--- config.mk ---
export PLATFORM = sky130hd
export DESIGN_NAME = multicycle_sequencer
export DESIGN_NICKNAME = d
export VERILOG_FILES = /design/src/rtl/multicycle_sequencer.sv
export SDC_FILE = /design/constraint.sdc
export NUM_CORES = 1
export LEC_CHECK = 0
export CAP_MARGIN = 0
export CORE_UTILIZATION = 50
export DETAILED_ROUTE_END_ITERATION = 16
export PLACE_DENSITY = 0.81
export SYNTH_ARGS = -nofsm -noshare
export SYNTH_HDL_FRONTEND = slang
export SYNTH_SLANG_ARGS = --single-unit
--- constraint.sdc ---
create_clock -name clk -period 5 [get_ports clk]
set_clock_uncertainty 0.05 [all_clocks]
set_input_delay 1.5 -clock clk [delete_from_list [all_inputs] [get_ports clk]]
set_output_delay 1.5 -clock clk [all_outputs]
set_load 0.01 [all_outputs]
--- src/rtl/multicycle_sequencer.sv ---
// Multi-cycle instruction sequencer: FETCH/DECODE/EXEC/MEM/WB timing,
// per-state strobes, memory-ready handshake with timeout trap, retire count.
//
// Ports:
//   clk, rst (sync, active-high), hold (freeze + strobe suppress)
//   opcode[5:0], branch_taken, mem_ready       -> inputs
//   mem_req, mem_we, iord, ir_write, mdr_write,
//   pc_write, pc_src[1:0], alu_en, reg_write,
//   link_sel, instr_done                       -> combinational strobes
//   halted, illegal_op, mem_timeout, state[2:0],
//   retired[CNT_W-1:0]                         -> registered status
module multicycle_sequencer #(
  parameter int MEM_TIMEOUT = 16,
  parameter int CNT_W       = 16
) (
  input  logic             clk,
  input  logic             rst,
  input  logic             hold,
  input  logic [5:0]       opcode,
  input  logic             branch_taken,
  input  logic             mem_ready,
  output logic             mem_req,
  output logic             mem_we,
  output logic             iord,
  output logic             ir_write,
  output logic             mdr_write,
  output logic             pc_write,
  output logic [1:0]       pc_src,
  output logic             alu_en,
  output logic             reg_write,
  output logic             link_sel,
  output logic             instr_done,
  output logic             halted,
  output logic             illegal_op,
  output logic             mem_timeout,
  output logic [2:0]       state,
  output logic [CNT_W-1:0] retired
);

  localparam int WCW = $clog2(MEM_TIMEOUT);

  localparam logic [5:0] OP_R    = 6'b000000;
  localparam logic [5:0] OP_BNE  = 6'b000001;
  localparam logic [5:0] OP_J    = 6'b000010;
  localparam logic [5:0] OP_BLT  = 6'b000011;
  localparam logic [5:0] OP_BEQ  = 6'b000100;
  localparam logic [5:0] OP_BGE  = 6'b000101;
  localparam logic [5:0] OP_JAL  = 6'b000110;
  localparam logic [5:0] OP_JR   = 6'b000111;
  localparam logic [5:0] OP_ADDI = 6'b001000;
  localparam logic [5:0] OP_SUBI = 6'b001001;
  localparam logic [5:0] OP_LWI  = 6'b001010;
  localparam logic [5:0] OP_LW   = 6'b100011;
  localparam logic [5:0] OP_SW   = 6'b101011;
  localparam logic [5:0] OP_NOP  = 6'b111111;

  typedef enum logic [2:0] {
    S_FETCH  = 3'd0,
    S_DECODE = 3'd1,
    S_EXEC   = 3'd2,
    S_MEM    = 3'd3,
    S_WB     = 3'd4,
    S_HALT   = 3'd5
  } state_t;

  state_t         cur, nxt;
  logic [WCW-1:0] wcnt;
  logic           set_ill, set_to;
  logic           is_alu, is_br, is_lw, is_sw, is_jal;
  logic           waiting, expired;

  assign is_alu = (opcode == OP_R)    || (opcode == OP_ADDI) ||
                  (opcode == OP_SUBI) || (opcode == OP_LWI);
  assign is_br  = (opcode == OP_BEQ)  || (opcode == OP_BNE)  ||
                  (opcode == OP_BLT)  || (opcode == OP_BGE);
  assign is_lw  = (opcode == OP_LW);
  assign is_sw  = (opcode == OP_SW);
  assign is_jal = (opcode == OP_JAL);

  // Waiting on memory: the cycle counts toward the timeout.
  assign waiting = ((cur == S_FETCH) || (cur == S_MEM)) && !mem_ready;
  assign expired = waiting && (wcnt == WCW'(MEM_TIMEOUT - 1));

  always_comb begin
    nxt        = cur;
    set_ill    = 1'b0;
    set_to     = 1'b0;
    mem_req    = 1'b0;
    mem_we     = 1'b0;
    iord       = 1'b0;
    ir_write   = 1'b0;
    mdr_write  = 1'b0;
    pc_write   = 1'b0;
    pc_src     = 2'b00;
    alu_en     = 1'b0;
    reg_write  = 1'b0;
    link_sel   = 1'b0;
    instr_done = 1'b0;
    case (cur)
      S_FETCH: begin
        mem_req = 1'b1;
        if (mem_ready) begin
          ir_write = 1'b1;
          pc_write = 1'b1;
          nxt      = S_DECODE;
        end else if (expired) begin
          set_to = 1'b1;
          nxt    = S_HALT;
        end
      end
      S_DECODE: begin
        unique case (1'b1)
          (opcode == OP_NOP): begin
            instr_done = 1'b1;
            nxt        = S_FETCH;
          end
          (opcode == OP_J): begin
            pc_write   = 1'b1;
            pc_src     = 2'b01;
            instr_done = 1'b1;
            nxt        = S_FETCH;
          end
          (opcode == OP_JR): begin
            pc_write   = 1'b1;
            pc_src     = 2'b10;
            instr_done = 1'b1;
            nxt        = S_FETCH;
          end
          (is_alu || is_br || is_lw || is_sw || is_jal): begin
            nxt = S_EXEC;
          end
          default: begin
            set_ill = 1'b1;
            nxt     = S_HALT;
          end
        endcase
      end
      S_EXEC: begin
        alu_en = 1'b1;
        unique case (1'b1)
          is_alu: nxt = S_WB;
          (is_lw || is_sw): nxt = S_MEM;
          is_br: begin
            pc_write   = branch_taken;
            pc_src     = 2'b11;
            instr_done = 1'b1;
            nxt        = S_FETCH;
          end
          is_jal: begin
            reg_write  = 1'b1;
            link_sel   = 1'b1;
            pc_write   = 1'b1;
            pc_src     = 2'b01;
            instr_done = 1'b1;
            nxt        = S_FETCH;
          end
          default: begin
            // Opcode changed under us after DECODE.
            set_ill = 1'b1;
            nxt     = S_HALT;
          end
        endcase
      end
      S_MEM: begin
        mem_req = 1'b1;
        iord    = 1'b1;
        mem_we  = is_sw;
        if (mem_ready) begin
          if (is_lw) begin
            mdr_write = 1'b1;
            nxt       = S_WB;
          end else begin
            instr_done = 1'b1;
            nxt        = S_FETCH;
          end
        end else if (expired) begin
          set_to = 1'b1;
          nxt    = S_HALT;
        end
      end
      S_WB: begin
        reg_write  = 1'b1;
        instr_done = 1'b1;
        nxt        = S_FETCH;
      end
      default: nxt = S_HALT;
    endcase
    if (rst || hold) begin
      nxt        = cur;
      set_ill    = 1'b0;
      set_to     = 1'b0;
      mem_req    = 1'b0;
      mem_we     = 1'b0;
      iord       = 1'b0;
      ir_write   = 1'b0;
      mdr_write  = 1'b0;
      pc_write   = 1'b0;
      pc_src     = 2'b00;
      alu_en     = 1'b0;
      reg_write  = 1'b0;
      link_sel   = 1'b0;
      instr_done = 1'b0;
    end
  end

  always_ff @(posedge clk) begin
    if (rst) begin
      cur         <= S_FETCH;
      wcnt        <= '0;
      retired     <= '0;
      illegal_op  <= 1'b0;
      mem_timeout <= 1'b0;
    end else begin
      cur <= nxt;
      // Any non-waiting cycle clears, so entry to FETCH/MEM sees 0.
      if (!hold) begin
        wcnt <= waiting ? wcnt + WCW'(1) : '0;
      end
      if (set_ill) illegal_op <= 1'b1;
      if (set_to) mem_timeout <= 1'b1;
      if (instr_done) retired <= retired + CNT_W'(1);
    end
  end

  assign state  = cur;
  assign halted = (cur == S_HALT);

endmodule
# After elaboration in Yosys (flattened, before gate mapping)

Cells that the tools add are included.

Flip-flop bits (word level): 25
Input bits: 11
Output and inout bits: 34
Logic and storage cells: 100

Add/sub/neg operators: 2
Equal/unequal tests: 19
Multiplexer cells: 50
Reductions and logical operators: 24

Operator list:

| kind                                                                   | count |
|---|---|
| 1-bit two-way mux                                                      | 33 |
| 6-bit by 3-bit equality test with 1-bit output (second input constant) | 4 |
| 6-bit by 4-bit equality test with 1-bit output (second input constant) | 3 |
| 6-bit equality test (second input constant)                            | 3 |
| 16-bit by 1-bit adder with 16-bit output (second input constant)       | 1 |
| 3-bit one-hot mux with 5 select lines                                  | 1 |
| 1-bit logical OR                                                       | 13 |
| 6-bit by 2-bit equality test with 1-bit output (second input constant) | 2 |
| 3-bit two-way mux                                                      | 4 |
| 2-bit one-hot mux with 2 select lines                                  | 3 |
| 3-bit one-hot mux with 3 select lines                                  | 1 |
| 4-bit OR reduction                                                     | 2 |
| 3-bit by 2-bit equality test with 1-bit output (second input constant) | 2 |
| 3-bit equality test (second input constant)                            | 2 |
| 6-bit by 1-bit equality test with 1-bit output (second input constant) | 1 |
| 6-bit logical NOT                                                      | 1 |
| 1-bit one-hot mux with 2 select lines                                  | 3 |
| 3-bit one-hot mux with 2 select lines                                  | 1 |
| 2-bit OR reduction                                                     | 3 |
| 4-bit by 1-bit adder with 4-bit output (second input constant)         | 1 |
| 4-bit equality test (second input constant)                            | 1 |
| 4-bit two-way mux                                                      | 1 |
| 1-bit one-hot mux with 4 select lines                                  | 1 |
| 3-bit by 1-bit equality test with 1-bit output (second input constant) | 1 |
| other kinds (6)                                                        | 7 |

# Depth between registers and ports, before layout

Depth in word-level cells: 12
Gate-level depth with buffers: 8
Mapped depth without buffers: 6

# Least setup slack after synthesis

Ideal clock, no wire load.

Kind: input to output
From: input port opcode[3]
To: output port pc_write
Arrival time: 2902 ps
Data required time: 3450 ps
Setup slack: 548 ps
Cell stages on the path: 5
Buffers on the path: 2
Cell sequence: buf_2 or3_1 buf_2 o32a_1 a221oi_1

Word-level cells in the longest chain between the ends: 7

Ends and longest elaborated chain:

| element                                                                                                                 | line | text |
|---|---|---|
| from (decl)                                                                                                             | 19   | `input logic [5:0] opcode,` |
| 6-bit by 3-bit equality test with 1-bit output / 6-bit by 1-bit equality test with 1-bit output (equally long branches) | 74   | `assign is_br = (opcode == OP_BEQ) \|\| (opcode == OP_BNE) \|\|` |
| 1-bit logical OR (2 in a row)                                                                                           | 74   |  |
| 1-bit logical OR                                                                                                        | 75   | `(opcode == OP_BLT) \|\| (opcode == OP_BGE);` |
| 1-bit one-hot mux with 2 select lines                                                                                   | 140  | `unique case (1'b1)` |
| 1-bit one-hot mux with 3 select lines (*)                                                                               | 99   | `case (cur)` |
| 1-bit two-way mux (*)                                                                                                   | 188  | `if (rst \|\| hold) begin` |
| to (decl)                                                                                                               | 27   | `output logic pc_write,` |

Mark *: on every way between the ends. The rest lies on a longest branch, timed or not.

# Final worst setup path

From: input port opcode[5]
To: output port pc_write

Same word-level chain as after synthesis.

==> metrics <==
hold path cells=2; routed vias=roughly 2000; Hold Path End=mem_timeout; Bufs on Longest Clock Path=2; CTS tree=yes; Slowest-stage cell, CP=clkdlybuf4s50_1; CP cell instances=clkdlybuf4s50_1 > or3_4 > o32a_1 > a221oi_1 > dlygate4sd2_1; Die Y=approximately 63 um; status=finished, final reports clean; routability-driven placement congestion ratio=roughly 0.96; WP buf/inv=2; Die W=63.2 um; Initial Util=between 50% and 60%; number of DRC markers in iteration 0=252; pin count of the biggest net entering global routing=39; Overall Global Routing Usage=about a quarter; Critical Path Start Type=primary input; total die area=approximately 4000 um2; Synth-to-Final Area Change=36.0%; antenna violations before repair=0; FP Rows=21; Inst Count DP=337; Max Slew Vio Count=0; final hold violation count=0; Crit. End Element=primary output; Antenna Nets Post-Route=0; Worst path max stage delay=~450 ps; Final Setup Violations=0; CP delay by family, top=buffers and inverters; reg2reg start=state[0]; worst skew pair latency=approximately 270 ps; htree depth=1; number of synthesized register bits=25; layout cells sized above 1=between 10% and 20%; static leakage=~1 nW; # DRC=0; Crit Path Max Fanout=5; Tot Pwr=around 0.43 mW; Area after DPL=2460 um2; worst min-delay path category=flop to flop; first-pass GRT wire length=about 8100 um; crit path kind=primary input to primary output; global route total overflow=0; sequential area share after synthesis=between 20% and 30%; Post-Syn Area=1870 um2; non-filler cells, final=around 340; drt first pass iters=4; Pwr Density=about 170 nW/um2; Antenna Cells=0; CP Data Arrival Time=roughly 3400 ps; actual slew at the worst max-slew pin=1050 ps; Reg-to-Reg End=retired[11]; post-synthesis net count=256; Max IR drop VDD=between 150 and 200 uV; share of the synthesized area in the top cell type=a little over a quarter; HP Start=mem_timeout; f_max=between 200 and 250 MHz; Setup TNS=0 ps; Top FF cell, synth=dfxtp_1; Req. time, crit path=3450 ps; setup slack, reg-to-reg=around 2400 ps; ys async rst share=0%; RSZ-0062 raised after global routing=no; cts bufs inserted=3; Design Area, Final=roughly 2500 um2; core area=around 3500 um2; Worst-path clk slew=~80 ps; hpwl dp=3520 um; Top Ports=45; syn_area_per_cell=7.70 um2; Clock Sinks=25; synth warn=0; Syn Inst Count=~240; min Tclk post-route=about 4900 ps; drt wl/cell=14.1 um; Post-synth EDFFs=0; Netlist cell types=58; cell taking the most area after synthesis=dfxtp_1; Slew headroom=between 20% and 30%; via/cell ratio=between 5 and 6; Total Wirelength=4830 um; total of max-cap violations=0; PortBufs=44; CTS root buffer=clkbuf_8; vias in the first global route=around 1700; Synth area leaders=dfxtp_1 (27%), nor2b_1 (6.0%), nor2_1 (5.6%); NumNets Final=310; fin crit share=a little over nine tenths; Reg2Reg Depth=6
==> layout by cell type (no fill, tap or decap), drive strengths merged, types with 3 or more instances in the layout <==
cell	netlist	final
o21ai	7	7
a211oi	5	5
dfxtp	25	25
inv	8	8
clkdlybuf4s50	0	41
o21bai	3	3
nand3	8	8
buf	9	25
nor2	28	28
and3	7	7
nor4	3	3
a21oi	16	16
nand4	8	8
nor3	11	11
nand2	17	17
mux2	13	13
or3	3	3
nor2b	18	18
clkbuf	11	3
mux2i	3	3
==> flip-flops by register name, indices dropped and copies added, names as in the netlist <==
| signal | flops |
|---|---|
| illegal_op | 1 |
| mem_timeout | 1 |
| retired | 16 |
| state | 3 |
| wcnt | 4 |
==> worst reg2reg max path: cells and delay by family (launching register included) <==
kind	cells	cell delay [ps]
buf+inv	1	140
simple gates	3	1100
compound gates	1	200
mux	1	350
flops	1	660
==> worst max path at each step <==
stage | from | to | slack, ps | depth (start not counted)
3_5_place_dp | opcode[5] | pc_write | -260 | 5
5_1_grt | opcode[5] | instr_done | 2 | 7
3_3_place_gp | opcode[5] | pc_write | -190 | 5
6_report | opcode[5] | pc_write | 80 | 5
2_1_floorplan | opcode[3] | pc_write | 550 | 5
4_1_cts | opcode[5] | reg_write | 0.2 | 6
==> per-layer routing <==
| layer | global-route usage, % | part of all wire [%] | vias to the layer above |
|---|---|---|---|
| met5 | 0 | 0 | - |
| met4 | 11.6 | 1.5 | 0 |
| met3 | 3.99 | 6.2 | 9 |
| met2 | 38.0 | 46 | 88 |
| met1 | 35.2 | 46 | 897 |
| li1 | - | - | 988 |
==> timing repair <==
item | 4_1_cts | 5_1_grt
pin swaps | 1 | 1
cloned | 0 | 0
endpoints found under the setup margin | 4 | 3
setup buffers | 1 | 0
resized for setup | 4 | 5
hold buffers | 0 | 0
hold endpoints to repair | 0 | 0
==> area by class of cell <==
cell class              count  area [um2]
flip-flops and latches     25         500
fillers                   278         925
multi-input cells         190        1280
inverters                   8        30.0
well taps                  46        57.6
repair buffers             69         628
clock inverters             1        5.00
clock buffers               3        41.3
==> power breakdown <==
group	internal (mW)	switching [mW]	leakage (nW)
sequential	0.203	0.00976	0.202
combinational	0.0462	0.0525	0.776
clock	0.0558	0.0640	0.0255
total	0.305	0.126	1.00
==> cell usage after synthesis (2+ instances only) <==
| master | number |
|---|---|
| nor2_1 | 28 |
| dfxtp_1 | 25 |
| nor2b_1 | 18 |
| nand2_1 | 17 |
| a21oi_1 | 15 |
| clkbuf_1 | 11 |
| nor3_1 | 9 |
| mux2_1 | 8 |
| nand3_1 | 8 |
| nand4_1 | 8 |
| and3_1 | 7 |
| inv_1 | 7 |
| o21ai_0 | 6 |
| mux2_2 | 5 |
| a211oi_1 | 4 |
| buf_2 | 4 |
| buf_1 | 3 |
| mux2i_1 | 3 |
| o21bai_1 | 3 |
| or3_1 | 3 |
| a2111oi_2 | 2 |
| a21o_1 | 2 |
| a221oi_1 | 2 |
| a31oi_1 | 2 |
| and2_1 | 2 |
| and4_1 | 2 |
| buf_4 | 2 |
| ha_1 | 2 |
| nand2b_1 | 2 |
| nor3_2 | 2 |
| nor4_1 | 2 |
| o21ba_2 | 2 |
| xor2_1 | 2 |
==> per-stage QoR <==
step / worst slack (ps) / utilization, % / hold slack (ps)
floorplan: 548 / - / 408
CTS: 0.163 / 72.7 / 436
global placement: -192 / 71.0 / 411
global route: 2.09 / 73.3 / 470
detailed placement: -258 / 71.0 / 412
finish: 76.9 / 73.3 / 429
==> cells by family after synthesis <==
group           count (synthesis)  synth area share (%)
fa+ha+maj                       2                  1.34
flops                          25                  26.8
mux                            16                  9.43
simple gates                  115                  33.8
buf+inv                        28                  6.29
compound gates                 54                  20.9
xor+xnor                        3                  1.40
Note: power is estimated with default switching activity, not from simulation.
